[config.mk]
export PLATFORM = sky130hd
export DESIGN_NAME = bus_interconnect
export DESIGN_NICKNAME = d
export VERILOG_FILES = /design/src/rtl/bus_interconnect.sv
export SDC_FILE = /design/constraint.sdc
export NUM_CORES = 1
export LEC_CHECK = 0
export ABC_AREA = 1
export CAP_MARGIN = 10
export CORE_UTILIZATION = 23
export CTS_CLUSTER_DIAMETER = 40
export DETAILED_ROUTE_END_ITERATION = 7
export PLACE_DENSITY = 0.86
export SLEW_MARGIN = 20
export SYNTH_ARGS = -nofsm -noshare
export SYNTH_HDL_FRONTEND = slang
export SYNTH_SLANG_ARGS = --single-unit
[constraint.sdc]
create_clock -name clk -period 4.55 [get_ports clk]
set_input_delay 0.455 -clock clk [delete_from_list [all_inputs] [get_ports clk]]
set_output_delay 0.455 -clock clk [all_outputs]
set_load 0.02 [all_outputs]
[src/rtl/bus_interconnect.sv]
// bus_interconnect: decodes the CPU's paired even/odd byte-lane bus into 2..4 regions,
// each with its own wait-state count. Optional unmapped-access detection: `define BUSERR_EN.
module bus_interconnect #(
  parameter int               NREGIONS = 4,
  parameter int               ADDRW    = 15,
  parameter logic [ADDRW-1:0] BASE0    = 15'h0000,
  parameter logic [ADDRW-1:0] BASE1    = 15'h0800,
  parameter logic [ADDRW-1:0] BASE2    = 15'h1000,
  parameter logic [ADDRW-1:0] BASE3    = 15'h1800,
  parameter int               WS0      = 0,
  parameter int               WS1      = 0,
  parameter int               WS2      = 1,
  parameter int               WS3      = 2
`ifdef BUSERR_EN
  , parameter logic [ADDRW-1:0] TOP    = 15'h3000
`endif
) (
  input  logic                  clk,
  input  logic                  reset,
  input  logic                  read_req,
  input  logic [ADDRW-1:0]      read_addr_even,
  input  logic [ADDRW-1:0]      read_addr_odd,
  input  logic [ADDRW-1:0]      write_addr_even,
  input  logic [ADDRW-1:0]      write_addr_odd,
  input  logic                  write_en_even,
  input  logic                  write_en_odd,
  input  logic [7:0]            write_data_even,
  input  logic [7:0]            write_data_odd,
  output logic [7:0]            read_data_even,
  output logic [7:0]            read_data_odd,
  output logic                  stall,
  output logic [NREGIONS-1:0]   slv_write_en_even,
  output logic [NREGIONS-1:0]   slv_write_en_odd,
  input  logic [8*NREGIONS-1:0] slv_read_data_even,
  input  logic [8*NREGIONS-1:0] slv_read_data_odd
`ifdef BUSERR_EN
  , output logic                bus_error
`endif
);

  typedef enum logic [0:0] {ST_IDLE = 1'b0, ST_WAIT = 1'b1} state_t;

  state_t     state_r, state_nxt_s;
  logic [2:0] cnt_r, cnt_nxt_s;
  logic [1:0] sel_r;
  logic       rd_err_r;
  logic       rd_act_s, wr_act_s, rd_map_s, wr_map_s;
  logic [1:0] rd_reg_s, wr_reg_s;
  logic [2:0] rd_ws_s, wr_ws_s, ws_s;
  logic       stall_raw_s, acc_raw_s, accept_s;
  logic [7:0] rd_mux_e_s, rd_mux_o_s;
  logic       unused_s;

  // Addresses and data of both lanes go straight to the slaves; only odd-lane addresses decode.
  assign unused_s = ^{read_addr_even, write_addr_even, write_data_even, write_data_odd};

  // Region index: the highest base not above the address wins.
  function automatic logic [1:0] region_of(input logic [ADDRW-1:0] addr);
    logic [ADDRW-1:0] off;
    off = addr - BASE0;
    if (NREGIONS > 3 && off >= (BASE3 - BASE0)) begin
      return 2'd3;
    end else if (NREGIONS > 2 && off >= (BASE2 - BASE0)) begin
      return 2'd2;
    end else if (off >= (BASE1 - BASE0)) begin
      return 2'd1;
    end else begin
      return 2'd0;
    end
  endfunction

  function automatic logic [2:0] ws_of(input logic [1:0] idx);
    case (idx)
      2'd0:    return 3'(WS0);
      2'd1:    return 3'(WS1);
      2'd2:    return 3'(WS2);
      2'd3:    return 3'(WS3);
      default: return 3'd0;
    endcase
  endfunction

  assign rd_act_s = read_req;
  assign wr_act_s = write_en_even | write_en_odd;
  assign rd_reg_s = region_of(read_addr_odd);
  assign wr_reg_s = region_of(write_addr_odd);

`ifdef BUSERR_EN
  assign rd_map_s = (read_addr_odd < TOP);
  assign wr_map_s = (write_addr_odd < TOP);
`else
  assign rd_map_s = 1'b1;
  assign wr_map_s = 1'b1;
`endif

  // Unmapped or inactive sides contribute no wait states.
  assign rd_ws_s = (rd_act_s && rd_map_s) ? ws_of(rd_reg_s) : 3'd0;
  assign wr_ws_s = (wr_act_s && wr_map_s) ? ws_of(wr_reg_s) : 3'd0;
  assign ws_s    = (rd_ws_s > wr_ws_s) ? rd_ws_s : wr_ws_s;

  // Next-state, stall and acceptance.
  always_comb begin
    state_nxt_s = state_r;
    cnt_nxt_s   = cnt_r;
    stall_raw_s = 1'b0;
    acc_raw_s   = 1'b0;
    case (state_r)
      ST_IDLE: begin
        if ((rd_act_s || wr_act_s) && ws_s != 3'd0) begin
          stall_raw_s = 1'b1;
          cnt_nxt_s   = ws_s;
          state_nxt_s = ST_WAIT;
        end else begin
          acc_raw_s = rd_act_s | wr_act_s;
        end
      end
      ST_WAIT: begin
        if (cnt_r > 3'd1) begin
          stall_raw_s = 1'b1;
          cnt_nxt_s   = cnt_r - 3'd1;
        end else begin
          acc_raw_s   = 1'b1;
          cnt_nxt_s   = 3'd0;
          state_nxt_s = ST_IDLE;
        end
      end
      default: begin
        state_nxt_s = ST_IDLE;
        cnt_nxt_s   = 3'd0;
      end
    endcase
  end

  // A reset cycle never accepts an access, so no slave sees a write then.
  assign stall    = stall_raw_s & ~reset;
  assign accept_s = acc_raw_s & ~reset;

  // State and wait-state counter.
  always_ff @(posedge clk) begin
    if (reset) begin
      state_r <= ST_IDLE;
      cnt_r   <= 3'd0;
    end else begin
      state_r <= state_nxt_s;
      cnt_r   <= cnt_nxt_s;
    end
  end

  // Read-data select captured at acceptance; slaves answer one cycle later.
  always_ff @(posedge clk) begin
    if (reset) begin
      sel_r    <= 2'd0;
      rd_err_r <= 1'b0;
    end else if (accept_s && rd_act_s) begin
      sel_r    <= rd_reg_s;
      rd_err_r <= ~rd_map_s;
    end else begin
      sel_r    <= sel_r;
      rd_err_r <= rd_err_r;
    end
  end

  // One-hot slave write enables, only in the accept cycle.
  always_comb begin
    slv_write_en_even = {NREGIONS{1'b0}};
    slv_write_en_odd  = {NREGIONS{1'b0}};
    for (int i = 0; i < NREGIONS; i++) begin
      if (accept_s && wr_map_s && wr_reg_s == 2'(i)) begin
        slv_write_en_even[i] = write_en_even;
        slv_write_en_odd[i]  = write_en_odd;
      end else begin
        slv_write_en_even[i] = 1'b0;
        slv_write_en_odd[i]  = 1'b0;
      end
    end
  end

  // Read-data mux: AND-OR over the region lanes.
  always_comb begin
    rd_mux_e_s = 8'h00;
    rd_mux_o_s = 8'h00;
    for (int i = 0; i < NREGIONS; i++) begin
      rd_mux_e_s = rd_mux_e_s | (slv_read_data_even[8*i +: 8] & {8{sel_r == 2'(i)}});
      rd_mux_o_s = rd_mux_o_s | (slv_read_data_odd[8*i +: 8]  & {8{sel_r == 2'(i)}});
    end
  end

  assign read_data_even = rd_err_r ? 8'hff : rd_mux_e_s;
  assign read_data_odd  = rd_err_r ? 8'hff : rd_mux_o_s;

`ifdef BUSERR_EN
  logic bus_err_r;

  // Sticky unmapped-access flag, cleared only by reset.
  always_ff @(posedge clk) begin
    if (reset) begin
      bus_err_r <= 1'b0;
    end else if (accept_s && ((rd_act_s && !rd_map_s) || (wr_act_s && !wr_map_s))) begin
      bus_err_r <= 1'b1;
    end else begin
      bus_err_r <= bus_err_r;
    end
  end

  assign bus_error = bus_err_r;
`endif

endmodule

==> results.md <==
- Post-Syn Area per Cell: 5.234 sq um
- Critical path's slowest cell: clkdlybuf4s50_1
- Sw frac: 38.56%
- Switch Pwr: 0.0001669 W
- Seq/Total Area, Yosys: 12.02%
- Final Util: 51.75%
- Routed WL per cell: 11.35 microns
- Slew Limit Fails: 0
- Leading area contributor after synthesis: nand2_1
- Io pins: 170
- Req. time, crit path: 4090 ps
- Starting density of the core: 24.46%
- Max VDD drop: 0.09123 mV
- CP top delay family: buffers and inverters
- FF-to-FF Start: cnt_r[1]
- Worst setup EP type: output pin
- Minimum clock period: 3734 ps
- Max Root-Sink Buffers: 2
- Synth cell count leaders: nand2_1 (82), nor2_1 (26), inv_1 (19)
- DRC viols: 0
- Cts hold-fix bufs: 0
- Static leakage: 0.9004 nW
- CTS tree: built
- Post-synth cell types: 24
- Total wire length: 3894 microns
- WP data arrival: 3280 ps
- Vias in the first global route: 1361
- Post-CTS setup buffers: 0
- HPWL after detailed placement: 3163 microns
- First-pass GRT wire length: 5547 microns
- Worst-skew pair later-pin latency: 220 ps
- Gr ovfl total: 0
- Vias after detailed routing: 1552
- Buf+Inv Stages, Crit Path: 5
- Drt first pass iters: 4
- Slew headroom: 51.99%
- Final hold vios: 0
- Final worst-path cycle share: 82.07%
- Int Power: 0.0002660 W
- IO buf count: 101
- Cell Pwr Density: 204.7 nW/um^2
- Fillers: 415
- Initial antenna violation count: 0
- Crit Path Category: primary input to output pin
- Most common cell in the netlist: nand2_1
- Post-CTS Resized: 0
- Critical path fanouts, max: 5
- Max Cap Viol: 0
- Reg power frac: 15.8%
- EDFF count, synth: 0
- Yosys top cell area share: 30.79%
- Mapped Nets: 341
- GRT Overall Usage: 15.59%
- RSZ-0062 raised after global routing: false
- Hold WS: 487.0 ps
- Std-Cell Rows: 23
- Clock share of power: 18.3%
- Worst min path class: register to register
- Chip height: 67.93 microns
- Die ar.: 4614 sq um
- Final setup viols: 0
- Antenna Nets Post-Route: 0
- CTS Buf Count: 3
- Critical Path Max Stage Delay: 620 ps
- H-tree depth: 1
- Comb power frac: 65.9%
- Reg2reg end: sel_r[0]
- Core ar.: 4086 sq um
- Root Buffer Master: clkbuf_8
- Share of layout cells above drive strength 1: 7.167%
- TNS Setup: 0 ps
- Synth Flop Type: dfxtp_1
- Placer Congestion: 0.7665
- Post-DR vias/cell: 4.525
- Nets: 445
- Critical path origin: read_req
- FMAX: 0.2678 GHz
- Area contributors post-synth: nand2_1 (31%), dfxtp_1 (12%), nand4_1 (11%)
- Slew of the pin with the lowest slew margin: 719.4 ps
- Cell depth of the worst setup path: 15
- Cells after synthesis: 191
- Async set or reset register ratio after synthesis: 0%
- Sinks on Clock Net: 6
- CP cell instances: clkdlybuf4s50_1, inv_1, nor3_1, inv_1, ha_1, nor2_2, inv_1, nand2_1, nand2_1, nand2_2, nand3_2, a21oi_4, nand2_1, nor2_1, clkdlybuf4s50_1
- Synth Cell Area: 999.7 sq um
- Yosys warning count: 0
- Clk_skew: 4.497 ps
- Worst Setup Start Kind: primary input
- Worst-path clk slew: 40 ps
- Area added between synthesis and finish: 111.5%
- Die Width: 67.93 microns
- Synth Register Bits: 6
- Status: complete, no violations
- Antenna cell count: 0
- FF-to-FF setup slack: 3040 ps
- Largest net degree at the start of global routing: 17
- Crit path capture: slv_write_en_odd[3]
- R2R depth: 10
- 1st-iter DRT viols: 41
==> power by group through the flow <==
stage / Clock, W / Combinational [W] / Sequential [W]
global placement: 0 / 0.000279 / 0.0000683
global route: 0.0000845 / 0.000310 / 0.0000693
CTS: 0.0000805 / 0.000287 / 0.0000681
floorplan: 0 / 0.000140 / 0.0000668
finish: 0.0000792 / 0.000285 / 0.0000685
detailed placement: 0 / 0.000285 / 0.0000689
==> worst reg2reg max path, delay by kind of cell, from the launching register on <==
family,cells,cell delay [ps]
AOI/OAI and AO/OA,1,210
buffers and inverters,3,210
DFF,1,340
and+or+nand+nor,5,450
adders and majority gates,1,180
==> how the worst min path moves through the flow <==
stage	depth (start not counted)	slack, ps	from	end
after floorplan	2	450	cnt_r[2]	cnt_r[2]
after global placement	2	470	cnt_r[2]	cnt_r[2]
after detailed placement	2	490	cnt_r[2]	cnt_r[2]
after CTS	2	490	cnt_r[2]	cnt_r[2]
after global routing	2	530	cnt_r[2]	cnt_r[2]
final	2	490	cnt_r[2]	cnt_r[2]
==> kinds of logic after synthesis <==
family                   share of synthesized area, %
AND/OR/NAND/NOR                                 63.08
buffers and inverters                           10.64
AO/OA/AOI/OAI                                   7.133
flip-flops                                      12.02
adder cells (fa/ha/maj)                         6.258
XOR/XNOR                                       0.8763
==> state kept, by name (all words and copies together), names as in the netlist <==
| name | cells |
|---|---|
| state_r | 1 |
| sel_r | 2 |
| cnt_r | 3 |
==> layer usage <==
metal	part of all wire (%)	wire length (microns)	vias to the layer above	global-route usage, %
li1	-	-	818	-
met1	42	1624	672	18.35
met2	52	2016	60	29.29
met3	6.2	240	2	1.667
met4	0.31	12	0	4.167
met5	0	0	-	0
==> final cells by class <==
class	instances	area, sq um	share of cell area, %
timing repair buffer	103	1026	48.52
clock buffer	3	41.29	1.953
multi-input combinational	158	775.7	36.69
tap	50	62.56	2.959
inverter	23	88.84	4.201
sequential	6	120.1	5.680
==> per-stage QoR <==
step                power (W)  instances  worst slack [ps]  cell area, sq um
finish              0.0004329        343             815.8              2115
global route        0.0004639        343             542.8              2115
CTS                 0.0004356        343             811.9              2115
detailed placement  0.0003541        340             836.2              2073
global placement    0.0003469        340             889.3              2071
floorplan           0.0002071        191              1928             999.7
==> cells in the final DEF, fill, tap and decap left out <==
cell             count
nor2_1              25
inv_2                2
nand3_1              3
clkbuf_8             3
xor2_1               1
nand2_1             82
o21bai_1             2
nand4_1             18
o21ai_0              2
nor2_4               1
nor2_2               3
inv_1               19
buf_4                2
a21oi_4              1
clkinv_2             2
clkdlybuf4s50_1    101
o21a_1               1
nor3_1               3
nand3_2              4
a21oi_1              1
ha_1                 5
o22ai_1              2
nand2_2              3
dfxtp_1              6
o21ai_1              1
Power figures use the tool's default switching activity.
==> edit, RTL diff (config.mk and constraints unchanged) <==
Build with the macro `BUSERR_EN` defined.
--- a/src/rtl/bus_interconnect.sv
+++ b/src/rtl/bus_interconnect.sv
@@ -1,5 +1,7 @@
 // bus_interconnect: decodes the CPU's paired even/odd byte-lane bus into 2..4 regions,
 // each with its own wait-state count. Optional unmapped-access detection: `define BUSERR_EN.
+`define BUSERR_EN
+
 module bus_interconnect #(
   parameter int               NREGIONS = 4,
   parameter int               ADDRW    = 15,
Formal check against the unedited RTL (old outputs only; new: bus_error): not equivalent (a bounded check fails within 4 cycles, from zero or initial values and one cycle with reset high).
==> edit against the original RTL <==
  * Non-clock buffer count decreased by 1
  * Area after synthesis increased by 12%
  * Sequential cell count increased by 2
  * Wire length increased by 4.7%
  * Total power increased by 3.7%
  * Final area increased by 6.4%
  * Global-route usage decreased by 0.79 points
  * Worst setup slack got worse by 0.0017 ns
==> edit: results (changes against the original RTL) <==
Worst setup path
  – Capture point of the worst reg-to-reg path: rd_err_r
  – CP delay by family, top: simple AND/OR/NAND/NOR gates
  – Max FO, Critical Path: 6 (+1)
  – R2R Setup Slk: 3.16 ns (+0.12 ns)
  – Worst r2r path cells: 7 (-3)

Logic synthesis
  – Post-Synth XOR/XNOR Area: 0.00780 (-0.000957)
  – Synth Area in Adders: 0.0446 (-0.0180)
  – Synth top cells by count: 63 x nand2_1, 31 x nor2_1, 28 x inv_1, 17 x nand3_1, 13 x a221oi_1
  – Syn_area_per_cell: 5.47 µm² (+4.6%)
  – Compound-Gate Fraction of Synth Area: 0.175 (+0.104)

Global routing
  – Gr usage total: 0.148 (-0.00785)
  – Pin count of the biggest net entering global routing: 18 (+1)
  – Number of global-route vias before repair: 1419 (+4.3%)

Finish
  – Filler instances: 460 (+11%)
  – Biggest regs: cnt_r (3), sel_r (2)

Place
  – Post-Place Cells: 368 (+8.2%)

STA
  – Worst Clk Skew: 0.00187 ns (-0.00263 ns)
  – Relative slew margins: 0.248 (-0.272)
  – Worst hold slack: 0.458 ns (-0.0293 ns)

Route
  – Metal-1 WL: 1820 µm (+12%)
  – Met2 WL: 2000 µm (-0.69%)
  – DRT iter0 DRCs: 59 (+44%)
  – WL/cell: 11.0 µm (-3.2%)
  – Via Count: 1651 (+6.4%)

Outcome
  – Status: finished clean
==> edit: worst reg2reg max path: cells and delay by family (launching register included) <==
| kind | cells | cell delay [ns] |
|---|---|---|
| buf+inv | 1 | 0.04 |
| flops | 1 | 0.32 |
| simple gates | 6 | 0.97 |
==> edit: worst max-delay path by stage <==
stage,slack [ns],from,to,cells after the start
final,0.81,write_addr_odd[14],slv_write_en_even[3],16
after global routing,0.50,write_addr_odd[12],slv_write_en_odd[1],15
after CTS,0.79,write_addr_odd[14],slv_write_en_odd[3],16
after detailed placement,0.79,write_addr_odd[14],slv_write_en_odd[3],16
after global placement,0.85,write_addr_odd[14],slv_write_en_odd[3],16
after floorplan,1.83,write_addr_odd[13],stall,14
==> edit: layer usage <==
metal  vias to the layer above  global-route usage
li1                        878                   -
met1                       723               0.185
met2                        48               0.257
met3                         2              0.0408
met4                         0              0.0240
met5                         -                   0
==> edit: area by class of cell <==
cell class | count | area share
multi-input combinational | 162 | 0.371
clock buffer | 3 | 0.0184
tap | 67 | 0.0373
timing repair buffer | 102 | 0.454
inverter | 29 | 0.0484
sequential | 8 | 0.0712
==> edit: power groups by stage <==
stage / clock, W / combinational [W] / sequential [W]
after floorplan: 0 / 0.000137 / 0.0000845
after global placement: 0 / 0.000274 / 0.0000883
after detailed placement: 0 / 0.000278 / 0.0000888
after CTS: 0.0000863 / 0.000279 / 0.0000878
after global routing: 0.0000893 / 0.000301 / 0.0000891
final: 0.0000836 / 0.000277 / 0.0000879
==> edit: per-stage QoR <==
| stage | utilization | worst slack [ns] |
|---|---|---|
| after floorplan | - | 1.83 |
| after global placement | 0.466 | 0.855 |
| after detailed placement | 0.467 | 0.789 |
| after CTS | 0.476 | 0.791 |
| after global routing | 0.476 | 0.498 |
| final | 0.476 | 0.814 |
